==> src/rtl/ahb_dma_master.sv <==
// ahb_dma_master: AHB-Lite master that streams 128-bit blocks from src memory to the AES core and writes results to dst.
// Latency: per 16-byte block, 5 cycles read burst + 1 GIVE + 1 WAIT_RES + 5 cycles write burst at zero wait (plus AES time).
// Backpressure: hready=0 freezes address/control/hwdata; blk_out_valid holds until blk_out_ready; blk_in accepted only in WAIT_RES.
//
// Ports:
//   hclk, hreset                 clock, asynchronous active-high reset
//   start, src_addr, dst_addr,   job request (one cycle, ignored unless idle) and its
//   size_bytes                   parameters (16-byte aligned, length a nonzero multiple of 16)
//   haddr, htrans, hwrite,       AHB-Lite master address/control (INCR4 word bursts)
//   hsize, hburst, hprot
//   hwdata / hrdata              write / read data
//   hready, hresp                slave handshake and OKAY/ERROR response
//   blk_out*, blk_in*            valid/ready block interface to and from the AES core
//   busy, done, err              job status; err is meaningful with done and held until the next job

module ahb_dma_master #(
   parameter int         SIZE_W    = 32,
   parameter logic [3:0] HPROT_VAL = 4'b0011
) (
   input  logic              hclk,
   input  logic              hreset,
   input  logic              start,
   input  logic [31:0]       src_addr,
   input  logic [31:0]       dst_addr,
   input  logic [SIZE_W-1:0] size_bytes,
   output logic [31:0]       haddr,
   output logic [1:0]        htrans,
   output logic              hwrite,
   output logic [2:0]        hsize,
   output logic [2:0]        hburst,
   output logic [3:0]        hprot,
   output logic [31:0]       hwdata,
   input  logic [31:0]       hrdata,
   input  logic              hready,
   input  logic              hresp,
   output logic [127:0]      blk_out,
   output logic              blk_out_valid,
   input  logic              blk_out_ready,
   input  logic [127:0]      blk_in,
   input  logic              blk_in_valid,
   output logic              blk_in_ready,
   output logic              busy,
   output logic              done,
   output logic              err
);

   localparam logic [1:0] HT_IDLE   = 2'b00;
   localparam logic [1:0] HT_NONSEQ = 2'b10;
   localparam logic [1:0] HT_SEQ    = 2'b11;

   typedef enum logic [2:0] {
      S_IDLE,
      S_RD,
      S_GIVE,
      S_WAIT_RES,
      S_WR,
      S_FIN
   } state_t;

   state_t            r_state;
   logic [31:0]       r_haddr;
   logic [1:0]        r_htrans;
   logic              r_hwrite;
   logic [31:0]       r_hwdata;
   // One block register serves both directions: it holds the read block
   // while offered to the AES core, then the AES result while it is written.
   logic [127:0]      r_blk;
   logic              r_blk_out_valid;
   logic              r_blk_in_ready;
   logic              r_busy;
   logic              r_done;
   logic              r_err;
   logic [31:0]       r_src;
   logic [31:0]       r_dst;
   logic [SIZE_W-1:0] r_rem;
   logic [1:0]        r_acnt;   // address beats accepted in the current burst
   logic [1:0]        r_dcnt;   // data beats completed in the current burst
   logic              r_dph;    // a data phase is on the bus this cycle

   logic              w_acc;
   logic              w_bad;
   logic              w_last_blk;
   logic [6:0]        w_rsel;
   logic [6:0]        w_wsel;

   // An address phase completes whenever the slave is ready and we drive a transfer.
   assign w_acc      = hready && (r_htrans != HT_IDLE);
   assign w_bad      = (size_bytes == '0) || (size_bytes[3:0] != 4'd0) ||
                       (src_addr[3:0] != 4'd0) || (dst_addr[3:0] != 4'd0);
   assign w_last_blk = (r_rem == SIZE_W'(16));
   // Beat k lives at bits [127-32k -: 32], i.e. base offset 96-32k.
   assign w_rsel     = 7'd96 - {r_dcnt, 5'd0};
   assign w_wsel     = 7'd96 - {r_acnt, 5'd0};

   assign haddr         = r_haddr;
   assign htrans        = r_htrans;
   assign hwrite        = r_hwrite;
   assign hsize         = 3'b010;
   assign hburst        = 3'b011;
   assign hprot         = HPROT_VAL;
   assign hwdata        = r_hwdata;
   assign blk_out       = r_blk;
   assign blk_out_valid = r_blk_out_valid;
   assign blk_in_ready  = r_blk_in_ready;
   assign busy          = r_busy;
   assign done          = r_done;
   assign err           = r_err;

   always_ff @(posedge hclk or posedge hreset) begin
      if (hreset) begin
         r_state         <= S_IDLE;
         r_haddr         <= '0;
         r_htrans        <= HT_IDLE;
         r_hwrite        <= 1'b0;
         r_hwdata        <= '0;
         r_blk           <= '0;
         r_blk_out_valid <= 1'b0;
         r_blk_in_ready  <= 1'b0;
         r_busy          <= 1'b0;
         r_done          <= 1'b0;
         r_err           <= 1'b0;
         r_src           <= '0;
         r_dst           <= '0;
         r_rem           <= '0;
         r_acnt          <= '0;
         r_dcnt          <= '0;
         r_dph           <= 1'b0;
      end else begin
         r_done <= 1'b0;
         case (r_state)
            S_IDLE: begin
               if (start) begin
                  r_src <= src_addr;
                  r_dst <= dst_addr;
                  r_rem <= size_bytes;
                  if (w_bad) begin
                     // Rejected job: report at once without touching the bus.
                     r_err   <= 1'b1;
                     r_done  <= 1'b1;
                     r_state <= S_FIN;
                  end else begin
                     r_err    <= 1'b0;
                     r_busy   <= 1'b1;
                     r_htrans <= HT_NONSEQ;
                     r_haddr  <= src_addr;
                     r_hwrite <= 1'b0;
                     r_acnt   <= '0;
                     r_dcnt   <= '0;
                     r_dph    <= 1'b0;
                     r_state  <= S_RD;
                  end
               end
            end

            S_RD, S_WR: begin
               if (r_dph && hresp) begin
                  // ERROR response: cancel the pending address phase on the
                  // first (hready=0) cycle, finish the job when it completes.
                  r_htrans <= HT_IDLE;
                  if (hready) begin
                     r_hwrite <= 1'b0;
                     r_dph    <= 1'b0;
                     r_acnt   <= '0;
                     r_dcnt   <= '0;
                     r_err    <= 1'b1;
                     r_done   <= 1'b1;
                     r_state  <= S_FIN;
                  end
               end else begin
                  if (w_acc) begin
                     r_dph  <= 1'b1;
                     r_acnt <= r_acnt + 2'd1;
                     // Write data follows its address phase by one cycle.
                     if (r_state == S_WR) begin
                        r_hwdata <= r_blk[w_wsel +: 32];
                     end
                     if (r_acnt == 2'd3) begin
                        r_htrans <= HT_IDLE;
                     end else begin
                        r_htrans <= HT_SEQ;
                        r_haddr  <= r_haddr + 32'd4;
                     end
                  end else if (hready) begin
                     r_dph <= 1'b0;
                  end

                  if (hready && r_dph) begin
                     r_dcnt <= r_dcnt + 2'd1;
                     if (r_state == S_RD) begin
                        r_blk[w_rsel +: 32] <= hrdata;
                     end
                     if (r_dcnt == 2'd3) begin
                        if (r_state == S_RD) begin
                           r_blk_out_valid <= 1'b1;
                           r_state         <= S_GIVE;
                        end else begin
                           r_rem    <= r_rem - SIZE_W'(16);
                           r_src    <= r_src + 32'd16;
                           r_dst    <= r_dst + 32'd16;
                           r_hwrite <= 1'b0;
                           if (w_last_blk) begin
                              r_done  <= 1'b1;
                              r_state <= S_FIN;
                           end else begin
                              // Next read burst starts without an idle bubble.
                              r_htrans <= HT_NONSEQ;
                              r_haddr  <= r_src + 32'd16;
                              r_state  <= S_RD;
                           end
                        end
                     end
                  end
               end
            end

            S_GIVE: begin
               if (blk_out_ready) begin
                  r_blk_out_valid <= 1'b0;
                  r_blk_in_ready  <= 1'b1;
                  r_state         <= S_WAIT_RES;
               end
            end

            S_WAIT_RES: begin
               if (blk_in_valid) begin
                  r_blk          <= blk_in;
                  r_blk_in_ready <= 1'b0;
                  r_htrans       <= HT_NONSEQ;
                  r_haddr        <= r_dst;
                  r_hwrite       <= 1'b1;
                  r_acnt         <= '0;
                  r_dcnt         <= '0;
                  r_dph          <= 1'b0;
                  r_state        <= S_WR;
               end
            end

            S_FIN: begin
               r_busy  <= 1'b0;
               r_state <= S_IDLE;
            end

            default: begin
               r_state <= S_IDLE;
            end
         endcase
      end
   end

endmodule
==> config.mk <==
export PLATFORM = sky130hd
export DESIGN_NAME = ahb_dma_master
export DESIGN_NICKNAME = d
export VERILOG_FILES = /design/src/rtl/ahb_dma_master.sv
export SDC_FILE = /design/constraint.sdc
export NUM_CORES = 1
export LEC_CHECK = 0
export CELL_PAD_IN_SITES_DETAIL_PLACEMENT = 1
export CELL_PAD_IN_SITES_GLOBAL_PLACEMENT = 2
export CORE_ASPECT_RATIO = 0.75
export CORE_UTILIZATION = 31
export CTS_CLUSTER_DIAMETER = 50
export DETAILED_ROUTE_END_ITERATION = 8
export GPL_ROUTABILITY_DRIVEN = 0
export HOLD_SLACK_MARGIN = 0.05
export PLACE_DENSITY = 0.95
export RECOVER_POWER = 100
export SYNTH_ARGS = -nofsm -noshare
export SYNTH_HDL_FRONTEND = slang
export SYNTH_SLANG_ARGS = --single-unit
==> constraint.sdc <==
create_clock -name hclk -period 16.68 [get_ports hclk]
set_input_delay 3.336 -clock hclk [delete_from_list [all_inputs] [get_ports hclk]]
set_output_delay 3.336 -clock hclk [all_outputs]
set_load 0.02 [all_outputs]
=== After elaboration in Yosys (flattened, before gate mapping) ===
Index checks and enable logic that the tools add are counted.

* Bits of input ports: 263
* Logic and storage cells: 191
* Bits in registers: 304
* Output and inout port bits: 210

* Add/sub/neg operators: 9
* Reductions and logical operators: 32
* Bitwise gates (word level): 1
* Shifts and indexed selects: 3
* Eq/ne operators: 24
* Mux-type cells: 105

{| class="wikitable"
|+ Operators by type and width
! cell !! count
|-
| two-way mux 32 bit || 25
|-
| two-way mux 128 bit || 4
|-
| case mux 128 bit (2 select lines) || 1
|-
| case mux 32 bit (2 select lines) || 3
|-
| bitwise mux 128 bit || 1
|-
| variable shift 32 x 9 -> 128 bit (first input constant) || 1
|-
| variable part select 128 x 8 -> 32 bit || 1
|-
| variable part select 32 x 9 -> 128 bit || 1
|-
| case mux 32 bit (3 select lines) || 1
|-
| adder 32 x 5 -> 32 bit (second input constant) || 2
|-
| two-way mux 2 bit || 18
|-
| adder 32 x 3 -> 32 bit (second input constant) || 1
|-
| == test 32 x 5 -> 1 bit (second input constant) || 1
|-
| logical NOT 32 bit || 1
|-
| subtractor 32 x 5 -> 32 bit (second input constant) || 1
|-
| two-way mux 1 bit || 31
|-
| two-way mux 3 bit || 10
|-
| AND reduction 6 bit || 5
|-
| inequality test 2 bit (second input constant) || 11
|-
| case mux 2 bit (3 select lines) || 3
|-
| inequality test 3 bit (second input constant) || 5
|-
| subtractor 7 bit (first input constant) || 2
|-
| case mux 3 bit (4 select lines) || 1
|-
| AND reduction 4 bit || 3
|-
| other kinds (19) || 41
|}

=== Logic depth before layout (Yosys ltp) ===
* Word-level depth: 9
* Depth in mapped cells: 10
* Gate-level depth less buffers: 8

=== Worst setup path before layout ===
Ideal clock, no wire load.

* Path type: input to register
* Start point: input hready
* End point: register r_haddr[21] (netlist: haddr[21])
* Path buffers: 2
* Path slack: 11,534 ps
* Arrival: 5,080 ps
* Stages on the path: 8
* Required time: 16,614 ps
* Library setup time: 66 ps
* Path through: buf_4 o21ai_2 or3_1 clkbuf_1 or3_4 or3_1 o221ai_1 a22o_1

* Word-level cells in the longest chain between the ends: 8
* Elaborated cells between the ends (all ways): 9
* Those cells by class: 7 x mux; 2 x reduce/logical

{| class="wikitable"
|+ Ends and longest elaborated chain
! what !! RTL line !! text
|-
| start: declaration || 34 || <nowiki>input logic hready,</nowiki>
|-
| logical AND 1 bit || 87 || <nowiki>assign w_acc = hready && (r_htrans != HT_IDLE);</nowiki>
|-
| two-way mux 32 bit || 170 || <nowiki>if (w_acc) begin</nowiki>
|-
| two-way mux 32 bit || 201 || <nowiki>if (w_last_blk) begin</nowiki>
|-
| two-way mux 32 bit || 193 || <nowiki>if (r_state == S_RD) begin</nowiki>
|-
| two-way mux 32 bit || 192 || <nowiki>if (r_dcnt == 2'd3) begin</nowiki>
|-
| two-way mux 32 bit (*) || 187 || <nowiki>if (hready && r_dph) begin</nowiki>
|-
| two-way mux 32 bit (*) || 156 || <nowiki>if (r_dph && hresp) begin</nowiki>
|-
| case mux 32 bit (3 select lines) (*) || 130 || <nowiki>case (r_state)</nowiki>
|-
| end signal: assignment || 145 || <nowiki>r_haddr <= src_addr;</nowiki>
|-
| end signal: assignment || 181 || <nowiki>r_haddr <= r_haddr + 32'd4;</nowiki>
|-
| end signal: assignment || 207 || <nowiki>r_haddr <= r_src + 32'd16;</nowiki>
|-
| end: declaration || 61 || <nowiki>logic [31:0] r_haddr;</nowiki>
|}

Every way passes the cells marked *; elsewhere a longest branch is shown, timed or not. The select of a mux whose other input is x is not followed.
A chain may end at the register's enable or synchronous reset.

==> flow_metrics.py <==
metrics = {
    "setup_path": {
        "path_cells": "dlygate4sd3_1 -> clkinvlp_2 -> clkbuf_1",
        "cp.required_ns": 16.55,
        "rr_endpoint": "r_src[2]$_DFFE_PP0P_",
        "cp_slowest_cell": "clkinvlp_2",
        "path_class": "primary input to async pin",
        "critPathCapture": "hwdata[10]$_DFFE_PP0P_",
        "worst_ep_arrival_time_ns": 10.06,
        "r2r_start": "r_dcnt[0]$_DFFE_PP0P_",
        "worst-r2r-cell-count": 9,
        "rrSetupSlack_ns": 9.79,
        "critPathLaunchType": "primary input",
        "slowest_delay_ns": 3.30,
        "path_max_fanout": 125,
        "endpoint_kind": "async pin",
        "crit_path_start": "hreset",
    },
    "detailed_routing": {
        "drt_first_iter_violations": 1527,
        "drc": 16,
        "viasPerCell": 5.92,
        "vias": 18097,
        "routed_wl_um": 79800,
        "ant_nets": 0,
        "route.detailed.wl_per_inst_um": 26.1,
        "firstDrtPassIters": 8,
    },
    "sta": {
        "finalSetupViolations": 0,
        "timing.final.crit_share_pct": 61.1,
        "hold_viol": 0,
        "fmax_mhz": 98.1,
        "tightest_slew_ns": 6.01,
        "maxSlewViolCount": 707,
        "rsz0062_at_grt": "false",
        "slew_headroom_pct": -303,
        "fin_tns_setup_ns": 0,
        "fin_skew_ns": 0.0241,
        "layout_min_cycle_time_ns": 10.20,
        "timing.hold.ws_ns": 0.465,
    },
    "global_routing": {
        "antenna_found_initial": 10,
        "global_route.usage.total_pct": 27.5,
        "grt_pass1_wl_um": 118000,
        "grt_pass1_vias": 18421,
        "grt_max_degree": 126,
        "grt-ovfl-total": 0,
    },
    "power_and_ir_drop": {
        "pwr_density_cell_mw_per_mm2": 174,
        "ir_drop_v": 0.000104,
        "p_leak_uw": 0.00970,
    },
    "clock_tree": {
        "cts_tree": "done",
        "clock_sink_count": 304,
        "numCtsBuffers": 41,
        "clock_path_buffers": 3,
        "cts_root_buf": "clkbuf_16",
        "ctsHoldBuffers": 0,
        "clk_latency_ns": 0.57,
        "cts.htree.levels": 2,
        "post-cts-setup-buffers": 0,
        "cts.repair.resized": 0,
        "path_clk_slew_ns": 0.06,
    },
    "finish": {
        "final_cell_mix": "303 x dfrtp_1, 293 x nand2_1, 257 x clkdlybuf4s50_1",
        "final_util_pct": 43.7,
        "drive_above_1_share_pct": 8.18,
        "fin_cells": 3057,
        "layout_commonest_cell": "dfrtp_1",
        "layout-area-overhead-vs-synth_pct": 38.8,
        "nets": 2565,
        "num-fill-cells": 6200,
        "final_area_mm2": 0.0239,
    },
    "logic_synthesis": {
        "synth_seq_area_share_pct": 44.1,
        "synth_top_family_by_area": "compound AO/OA/AOI/OAI gates",
        "synth_edf_count": 0,
        "ys_async_sr_fraction_pct": 100,
        "syn_inst": 1917,
        "ys_seq_elements": 304,
        "synth_compound_area_share_pct": 25.2,
        "synthMuxAreaShare_pct": 6.69,
        "yosys_warnings": 0,
        "synth.distinct_cells": 77,
        "synth.avg_cell_area_um2": 8.99,
        "synth_fa_ha_area_share_pct": 0.726,
        "synth_xor_area_share_pct": 1.83,
        "ys.flop_type": "dfrtp_1",
        "synth-simple-area-share_pct": 16.8,
        "syn-cell-area_mm2": 0.0172,
    },
    "floorplanning": {
        "start_util_pct": 31.5,
        "die_y_um": 206,
        "die_w_um": 274,
        "dieArea_mm2": 0.0566,
        "ioPinCount": 473,
        "floorplan.rows": 74,
        "coreArea_mm2": 0.0547,
    },
    "placed_design": {
        "dp_hpwl_um": 57000,
        "place_area_mm2": 0.0224,
        "dp_cells": 2971,
        "port_buffers": 462,
    },
    "outcome": {
        "outcome": "finished with violations",
        "violations": "design-rule violations, max-capacitance violations, max-slew violations",
    },
    "worst_hold_path": {
        "hp-class": "flip-flop to flip-flop",
    },
    "job": {
        "cap_violations": 11,
    },
}
## worst min path at each step
stage                                    start              endpoint  slack (ns)  cells past startpoint
after floorplan           r_src[0]$_DFFE_PP0P_  r_src[0]$_DFFE_PP0P_        0.43                      2
after global placement    r_dst[2]$_DFFE_PP0P_  r_dst[2]$_DFFE_PP0P_        0.47                      2
after detailed placement  r_dst[3]$_DFFE_PP0P_  r_dst[3]$_DFFE_PP0P_        0.46                      2
after CTS                 r_dst[3]$_DFFE_PP0P_  r_dst[3]$_DFFE_PP0P_        0.47                      2
after global routing      r_dst[2]$_DFFE_PP0P_  r_dst[2]$_DFFE_PP0P_        0.50                      2
final                     r_dst[3]$_DFFE_PP0P_  r_dst[3]$_DFFE_PP0P_        0.46                      2
## critical path, delay by kind of cell
family	cells	cell delay (ns)
buf+inv	3	6.54
## report_power, final
group / leakage, µW / switching [µW] / internal, µW / total (µW)
clock: 0.000738 / 371 / 634 / 1010
combinational: 0.00507 / 1160 / 711 / 1870
sequential: 0.00389 / 316 / 976 / 1290
total: 0.00970 / 1850 / 2320 / 4170
## registers in the layout, indices dropped and copies added (netlist names)
register / count
hwrite: 1
blk_out_valid: 1
htrans: 2
r_acnt: 2
r_dph: 1
r_state: 3
blk_out: 128
r_src: 32
hwdata: 32
r_rem: 32
err: 1
busy: 1
haddr: 32
r_dst: 32
done: 1
r_dcnt: 2
blk_in_ready: 1
## synthesized netlist by cell type (6+ instances only)
library cell / count / area (µm²)
a211oi_1: 11 / 82.6
a21oi_1: 127 / 636
a221oi_1: 6 / 52.6
a22o_1: 12 / 105
a22oi_1: 160 / 1200
a2bb2oi_1: 12 / 105
a31o_2: 6 / 52.6
a31oi_1: 21 / 131
and2_1: 11 / 68.8
and3_1: 12 / 75.1
and4_1: 13 / 114
buf_1: 11 / 41.3
buf_2: 20 / 100
buf_4: 12 / 90.1
clkbuf_1: 125 / 469
dfrtp_1: 304 / 7610
ha_1: 10 / 125
inv_1: 21 / 78.8
mux2_2: 33 / 372
mux2i_1: 6 / 60.1
mux4_2: 32 / 721
nand2_1: 293 / 1100
nand2b_1: 6 / 37.5
nand3_1: 48 / 240
nand4_1: 28 / 175
nor2_1: 94 / 353
nor3_1: 30 / 150
nor4_1: 33 / 206
o211ai_1: 15 / 113
o21ai_0: 221 / 1110
o21ai_1: 7 / 35.0
o22a_1: 11 / 96.3
o22ai_1: 30 / 188
or3_1: 12 / 75.1
xnor2_1: 15 / 131
xor2_1: 21 / 184
## cell families after synthesis
group / count (synthesis)
simple gates: 613
fa+ha+maj: 10
flops: 304
xor+xnor: 36
buf+inv: 191
other cells: 2
mux: 71
compound gates: 690
## metal layers
layer | GRT usage (%) | share of wire, % | wire length [µm]
met4 | 12.0 | 4.2 | 3340
met5 | 1.32 | 0.055 | 44
met2 | 41.2 | 45 | 36100
met3 | 6.89 | 8.3 | 6650
met1 | 37.2 | 42 | 33700
## metrics by stage
| step | setup slack [ns] | total power (µW) |
|---|---|---|
| floorplan | 4.94 | 2380 |
| global placement | 10.08 | 3090 |
| detailed placement | 9.90 | 3180 |
| CTS | 10.50 | 4200 |
| global route | 5.18 | 4390 |
| finish | 6.48 | 4170 |
## layout make-up
type	count	area, µm²	area share, %
Multi-Input combinational cell	1430	8960	37.4
Sequential cell	304	7610	31.8
Timing Repair Buffer	494	4820	20.2
Clock buffer	58	1210	5.07
Tap cell	722	903	3.78
Clock inverter	17	313	1.31
Inverter	21	80.1	0.335
Antenna cell	11	27.5	0.115
No activity file was read; power rests on OpenSTA's default activity.
